$ cat config.mk
export PLATFORM = sky130hd
export DESIGN_NAME = shared_reg_arbiter
export DESIGN_NICKNAME = d
export VERILOG_FILES = /design/src/rtl/shared_reg_arbiter_pkg.sv /design/src/rtl/shared_reg_arbiter_hold_counter.sv /design/src/rtl/shared_reg_arbiter.sv
export SDC_FILE = /design/constraint.sdc
export NUM_CORES = 1
export LEC_CHECK = 0
export CAP_MARGIN = 20
export CORE_MARGIN = 5
export CORE_UTILIZATION = 30
export CTS_CLUSTER_SIZE = 24
export DETAILED_ROUTE_END_ITERATION = 6
export PLACE_DENSITY = 0.56
export SLEW_MARGIN = 20
export SYNTH_ARGS = -nofsm -noshare
export SYNTH_HDL_FRONTEND = slang
export SYNTH_HIERARCHICAL = 1
export SYNTH_SLANG_ARGS = --single-unit
$ cat constraint.sdc
create_clock -name clk -period 2.76 [get_ports clk]
set_input_delay 0.552 -clock clk [delete_from_list [all_inputs] [get_ports clk]]
set_output_delay 0.552 -clock clk [all_outputs]
set_load 0.01 [all_outputs]
$ cat src/rtl/shared_reg_arbiter_pkg.sv
// Shared types for the two-requester shared register arbiter.
package shared_reg_arbiter_pkg;

  localparam int HOLD_MAX = 255;
  // Counter only needs to reach HOLD_MAX-1
  localparam int HOLD_W   = $clog2(HOLD_MAX);
  localparam int STATE_W  = 2;

  typedef enum logic [STATE_W-1:0] {
    IDLE = 2'd0,
    OWN0 = 2'd1,
    OWN1 = 2'd2
  } state_e;

  function automatic state_e own_state(input logic idx);
    return idx ? OWN1 : OWN0;
  endfunction

endpackage

$ cat src/rtl/shared_reg_arbiter_hold_counter.sv
// Consecutive-write counter for the current owner; clear wins over enable,
// saturates at limit_i and flags reaching it.
module shared_reg_arbiter_hold_counter
  import shared_reg_arbiter_pkg::*;
(
  input  logic              clk,
  input  logic              rst_n,
  input  logic              clr_i,
  input  logic              en_i,
  input  logic [HOLD_W-1:0] limit_i,
  output logic              term_o
);

  logic [HOLD_W-1:0] cnt_q, cnt_d;

  always_comb begin
    cnt_d = cnt_q;
    if (clr_i)
      cnt_d = '0;
    else if (en_i && (cnt_q != limit_i))
      cnt_d = cnt_q + 1'b1;
  end

  always_ff @(posedge clk or negedge rst_n) begin
    if (!rst_n) cnt_q <= '0;
    else        cnt_q <= cnt_d;
  end

  assign term_o = (cnt_q == limit_i);

endmodule

$ cat src/rtl/shared_reg_arbiter.sv
// Round-robin arbiter with bounded hold time; sole writer of the shared
// register d on behalf of two requesters.
module shared_reg_arbiter
  import shared_reg_arbiter_pkg::*;
#(
  parameter int WIDTH    = 1,
  parameter int MAX_HOLD = 4
) (
  input  logic             clk,
  input  logic             reset,
  input  logic             req0,
  input  logic [WIDTH-1:0] data0,
  input  logic             req1,
  input  logic [WIDTH-1:0] data1,
  output logic             gnt0,
  output logic             gnt1,
  output logic [WIDTH-1:0] d,
  output logic             d_wr,
  output logic             owner
);

  localparam logic [HOLD_W-1:0] HOLD_LIM = HOLD_W'(MAX_HOLD - 1);

  state_e                 state_q, state_d;
  logic                   last_q;
  logic [1:0]             req;
  logic [1:0][WIDTH-1:0]  data;
  logic                   own_idx, cur_req, oth_req;
  logic                   wr_en, chg, term;

  assign req     = {req1, req0};
  assign data    = {data1, data0};
  assign own_idx = (state_q == OWN1);
  assign cur_req = req[own_idx];
  assign oth_req = req[~own_idx];

  always_comb begin
    state_d = state_q;
    wr_en   = 1'b0;
    case (state_q)
      IDLE: begin
        if (req0 && req1)  state_d = own_state(~last_q);
        else if (req0)     state_d = OWN0;
        else if (req1)     state_d = OWN1;
      end
      OWN0, OWN1: begin
        if (cur_req) begin
          wr_en = 1'b1;
          // Hand over right after the last allowed write, no idle gap
          if (oth_req && term) state_d = own_state(~own_idx);
        end else begin
          state_d = oth_req ? own_state(~own_idx) : IDLE;
        end
      end
      default: state_d = IDLE;
    endcase
  end

  assign chg = (state_d != state_q);

  shared_reg_arbiter_hold_counter u_hold (
    .clk     (clk),
    .rst_n   (reset),
    .clr_i   (chg),
    .en_i    (wr_en),
    .limit_i (HOLD_LIM),
    .term_o  (term)
  );

  always_ff @(posedge clk or negedge reset) begin
    if (!reset) begin
      state_q <= IDLE;
      gnt0    <= 1'b0;
      gnt1    <= 1'b0;
      last_q  <= 1'b1;
    end else begin
      state_q <= state_d;
      gnt0    <= (state_d == OWN0);
      gnt1    <= (state_d == OWN1);
      if (chg && (state_d != IDLE)) last_q <= (state_d == OWN1);
    end
  end

  always_ff @(posedge clk or negedge reset) begin
    if (!reset) begin
      d     <= '0;
      d_wr  <= 1'b0;
      owner <= 1'b0;
    end else begin
      d_wr <= wr_en;
      if (wr_en) begin
        d     <= data[own_idx];
        owner <= own_idx;
      end
    end
  end

endmodule

==> metrics.md <==
| Metric | Value |
|---|---|
| Placed Cells | 179 |
| Total chip power | 0.001177 W |
| Area Overhead vs Synth | 24.37% |
| Diode count | 0 |
| NumNets Final | 146 |
| Cell with the most instances after synthesis | dfrtp_1 |
| Top Ports | 11 |
| Clk_lat worst skew | 0.24 ns |
| PwrDens | 861.8 nW/um^2 |
| DP Area | 1306 sq um |
| Asr flop ratio synth | 1.000 |
| Clock sink total | 16 |
| Die Ht | 70.52 um |
| Max Freq | 0.3945 GHz |
| Slew HR | 0.5267 |
| Setup violators final | 0 |
| Final period util | 0.9184 |
| Critical Path Start Type | flop |
| VDD IR max | 0.4416 mV |
| Cell taking the most area after synthesis | dfrtp_1 |
| Main synth FF type | dfrtp_1 |
| Port Buffers | 10 |
| TritonCTS buffer count | 3 |
| Post-DR vias/cell | 4.596 |
| Remaining global-route overflow | 0 |
| Min-Delay Path Class | reg -> reg |
| Share of layout cells above drive strength 1 | 0.1333 |
| Kind of end point of the critical path | flop |
| Die width | 70.52 um |
| Post-route design area | 1366 sq um |
| Post-synth EDFFs | 0 |
| Critical path arrival | 2.66 ns |
| Drt drc | 0 |
| Starting density of the core | 0.3046 |
| Initial antenna violation count | 0 |
| PostCTS Resize Cnt | 0 |
| CTS tree | yes |
| WS Path Type | reg -> reg |
| CTS Root Cell | clkbuf_8 |
| Core Area | 3606 sq um |
| Finished Layout Cells | 183 |
| Status | completed |
| Final hold violations | 0 |
| Setup TNS | 0 ns |
| Tightest Pin Transition | 0.7078 ns |
| Most frequent cells after synthesis | dfrtp_1, nor2_1, o21ai_0, xnor2_1, inv_1 |
| Cts hold-fix bufs | 0 |
| LEAKAGE | 0.5788 nW |
| Post-CTS setup buffers | 0 |
| Clock Tree Buf Depth | 2 |
| Mapped Avg Cell Area | 9.809 sq um |
| Largest net degree at the start of global routing | 17 |
| Seq/Total Area, Yosys | 0.3656 |
| Worst Path Required | 2.89 ns |
| Yosys warnings | 6 |
| Site Rows | 22 |
| H-tree level count | 1 |
| Starting DRC count in detailed routing | 34 |
| Fin. max-slew vios | 0 |
| Max-cap viol count | 0 |
| Post-synth top area share | 0.3417 |
| Post-route ant nets | 0 |
| Pre-CTS setup slack | 0.09819 ns |
| Count of cell types in the netlist | 39 |
| WL final | 2059 um |
| Vias | 841 |
| Mapped Cells | 112 |
| Clock transition at path regs | 0.06 ns |
| Placer Congestion | 0.7931 |
| Synth area leaders | dfrtp_1, xnor2_1, ha_1, xor2_1, nand4_4 |
| Die area | 4972 sq um |
| Final setup margin | 0.2252 ns |
| WL per Instance | 11.25 um |
| DR pass1 iterations | 4 |
| RSZ-0062 raised after global routing | no |
| Post-detail-place hpwl | 1685 um |
| Tmin final | 2.535 ns |
| Gr usage total | 0.09655 |
| Critical-path maximum fanout | 10 |
| Setup Skew | 0.002954 ns |
| Post-Syn Area | 1099 sq um |
| First-pass GRT wire length | 3801 um |
| Synthesized flop and latch total | 16 |
| Vias in the first global route | 871 |
path summary, 6_finish.rpt:
check / start / endpoint / slack [ns] / depth (start not counted)
setup / recovery: state_q[0] / u_hold/cnt_q[7] / 0.23 / 9
hold / removal: d / d / 0.49 / 2
setup reg to reg: state_q[0] / u_hold/cnt_q[7] / 0.23 / 9
hold reg to reg: d / d / 0.49 / 2
max in group asynchronous: reset / u_hold/cnt_q[3] / 1.58 / 1
min in group asynchronous: reset / u_hold/cnt_q[4] / 0.73 / 1
registers in the layout (all words and copies together) (netlist names):
name,cells
state_q,2
owner,1
d_wr,1
d,1
u_hold/cnt_q,8
last_q,1
gnt0,1
gnt1,1
logic make-up after synthesis:
group | after synthesis | synth area share
flops | 16 | 0.3656
simple gates | 40 | 0.2346
buf+inv | 9 | 0.03871
other cells | 2 | 0.006836
fa+ha+maj | 4 | 0.04556
xor+xnor | 14 | 0.1185
compound gates | 21 | 0.1333
mux | 6 | 0.05695
critical path, stage by stage, from the launching register on:
cell	delay (ns)
dfrtp_1	0.46
inv_1	0.17
ha_1	0.36
and4b_1	0.24
a311o_1	0.35
a21oi_4	0.22
o21ai_0	0.11
nand3_1	0.16
nor2_1	0.06
mux2_1	0.29
power by group:
part	leakage [nW]	switching (W)	total, W	internal (W)
logic	0.338	0.000317	0.000637	0.000320
clock network	0.0288	0.0000741	0.000200	0.000126
registers	0.212	0.0000436	0.000340	0.000297
total	0.579	0.000434	0.00118	0.000743
final cells by class:
class                   instances  area (sq um)
fillers                       367          2240
multi-input cells              93         681.9
flip-flops and latches         16         401.6
repair buffers                 16         145.1
well taps                      48         60.06
clock buffers                   4         55.05
inverters                       6         22.52
routing by layer:
metal / routed length [um] / share of wire / global-route usage / up-vias
met4: 34 / 0.017 / 0.06383 / 0
li1: - / - / - / 428
met2: 997 / 0.48 / 0.1590 / 7
met1: 993 / 0.48 / 0.1149 / 404
met3: 34 / 0.017 / 0.01583 / 2
met5: 0 / 0 / 0 / -
cells in the final DEF (no fill, tap or decap), types with 2 or more instances in the layout:
cell type	synthesis	routed
a21oi_1	2	2
nand4_1	3	3
buf_4	0	6
clkdlybuf4s50_1	0	10
and2b_1	2	2
conb_1	2	8
xnor2_1	8	8
nor4_1	2	2
nand4_4	2	2
xor2_1	5	5
inv_1	6	6
clkbuf_8	0	4
nor2b_1	2	2
nor2_1	10	10
dfrtp_1	15	15
and3b_1	2	2
o21ai_0	8	8
ha_1	4	4
nand2_1	5	5
nand3_1	3	3
o21bai_1	3	3
mux2i_1	4	4
and2_1	3	3
o211ai_1	2	2
stage by stage:
| stage | utilization | hold WS, ns |
|---|---|---|
| finish | 0.3789 | 0.4890 |
| global route | 0.3789 | 0.5306 |
| CTS | 0.3775 | 0.5034 |
| detailed placement | 0.3622 | 0.4894 |
| global placement | 0.3622 | 0.4741 |
| floorplan | - | 0.2564 |
No activity file was read; power rests on OpenSTA's default activity.
==> patch, RTL diff (same settings) <==
Change the package constant `HOLD_MAX` from 255 to 510.
--- a/src/rtl/shared_reg_arbiter_pkg.sv
+++ b/src/rtl/shared_reg_arbiter_pkg.sv
@@ -1,7 +1,7 @@
 // Shared types for the two-requester shared register arbiter.
 package shared_reg_arbiter_pkg;
 
-  localparam int HOLD_MAX = 255;
+  localparam int HOLD_MAX = 510;
   // Counter only needs to reach HOLD_MAX-1
   localparam int HOLD_W   = $clog2(HOLD_MAX);
   localparam int STATE_W  = 2;
Formal check against the unedited RTL: no difference found for any inputs over 10 cycles, from zero or initial values and one cycle with reset low; that may be too few to reach the edited logic, so the function may still have changed.
==> patch against the original RTL <==
Worst setup slack got worse by 0.043 ns; global-route usage increased by 0.22 points; sequential cell count increased by 1; combinational power increased by 7.7%; cell area increased by 6.6%; wire length increased by 17%; area after synthesis increased by 7.1%; worst hold slack got worse by 0.0032 ns; total power increased by 4.5%; first-iteration DRC count increased by 5.9%.
==> patch: results <==
[run_status]
status = completed

[setup_path]
reg2regPathDepth = 10
timing.rr.start = u_hold/cnt_q[3]
crit_arrival_ns = 2.71
r2r-end = u_hold/cnt_q[0]
path_max_fanout = 7

[power_and_ir_drop]
max-vdd-ir-drop_v = 0.000579
power.leakage_nw = 0.603

[grt]
grt_pass1_wl_mm = 4.23
grt_max_degree = 18
grtUsageTotal_pct = 9.88

[route]
route.met2.wl_mm = 1.27
initialDrtViolationCount = 36
met3_length_um = 68
avgRoutedWirePerCell_um = 12.4
wl_met1_mm = 1.06

[synth]
synth.area.top_cells = dfrtp_1 34%, xnor2_1 6.0%, ha_1 4.3%
ys_types = 41
yosysSeqAreaShare_pct = 36.3

[sta]
slew_headroom_pct = 45.9
finClkSkew_ns = 0.00290

[place]
place_area_sq_um = 1410
hpwl_mm = 1.88

[final_layout]
top_regs = u_hold/cnt_q (9), state_q (2)
final_layout_size_suffix_gt1_share_pct = 17.1
nets = 157
==> patch: metal layers <==
metal  GRT usage (%)  vias up
met4            2.46        0
met2            18.6       16
met1            11.3      475
li1                -      477
met5               0        -
met3            1.79        4
==> patch: worst max path at each step <==
stage | slack [ns] | endpoint | startpoint | cells after the start
finish | 0.18 | u_hold/cnt_q[0] | u_hold/cnt_q[3] | 10
global route | 0.004 | u_hold/cnt_q[0] | u_hold/cnt_q[4] | 10
CTS | 0.1 | u_hold/cnt_q[0] | u_hold/cnt_q[5] | 10
detailed placement | 0.07 | u_hold/cnt_q[0] | req1 | 8
global placement | 0.18 | u_hold/cnt_q[0] | req1 | 8
floorplan | 0.008 | u_hold/cnt_q[0] | u_hold/cnt_q[2] | 12
==> patch: layout make-up <==
class / instances / area, sq um / share of cell area, %
Multi-Input combinational cell: 100 / 733 / 50.3
Inverter: 6 / 22.5 / 1.55
Tap cell: 48 / 60.1 / 4.12
Timing Repair Buffer: 19 / 168 / 11.5
Clock buffer: 3 / 41.3 / 2.84
Clock inverter: 1 / 5.00 / 0.344
Sequential cell: 17 / 427 / 29.3
==> patch: worst max-delay path: stages (launching register included) <==
cell and delay (ns):
dfrtp_1 0.46, xnor2_1 0.18, nand3_1 0.16, nor4_4 0.39, and4b_1 0.25, a311o_1 0.16, a21oi_4 0.07, or3_1 0.33
nand3_2 0.12, nor2b_1 0.06, mux2_1 0.29
==> patch: report_power, final <==
part / internal, mW / switching (mW)
Sequential: 0.311 / 0.0485
Clock: 0.0999 / 0.0850
Combinational: 0.339 / 0.347
Total: 0.750 / 0.480
==> patch: logic make-up (layout without fill, tap and decap cells) <==
| logic type | Yosys count | in the layout | synth area share (%) |
|---|---|---|---|
| DFF | 17 | 17 | 36.3 |
| xor gates and xnor gates | 10 | 10 | 8.72 |
| other | 2 | 9 | 0.639 |
| adders and majority gates | 4 | 4 | 4.26 |
| AOI/OAI and AO/OA | 28 | 28 | 16.1 |
| and+or+nand+nor | 43 | 43 | 23.8 |
| muxes | 6 | 6 | 5.74 |
| buffers and inverters | 10 | 29 | 4.47 |
==> patch: per-stage QoR <==
step / cells / power (mW) / setup WS (ns) / utilization (%) / hold slack [ns]
5_1_grt: 194 / 1.32 / 0.00411 / 39.2 / 0.521
3_3_place_gp: 190 / 1.03 / 0.176 / 37.8 / 0.467
2_1_floorplan: 127 / 0.800 / 0.00808 / - / 0.256
4_1_cts: 194 / 1.23 / 0.0963 / 39.1 / 0.491
6_report: 194 / 1.23 / 0.183 / 39.2 / 0.486
3_5_place_dp: 190 / 1.04 / 0.0746 / 37.8 / 0.476
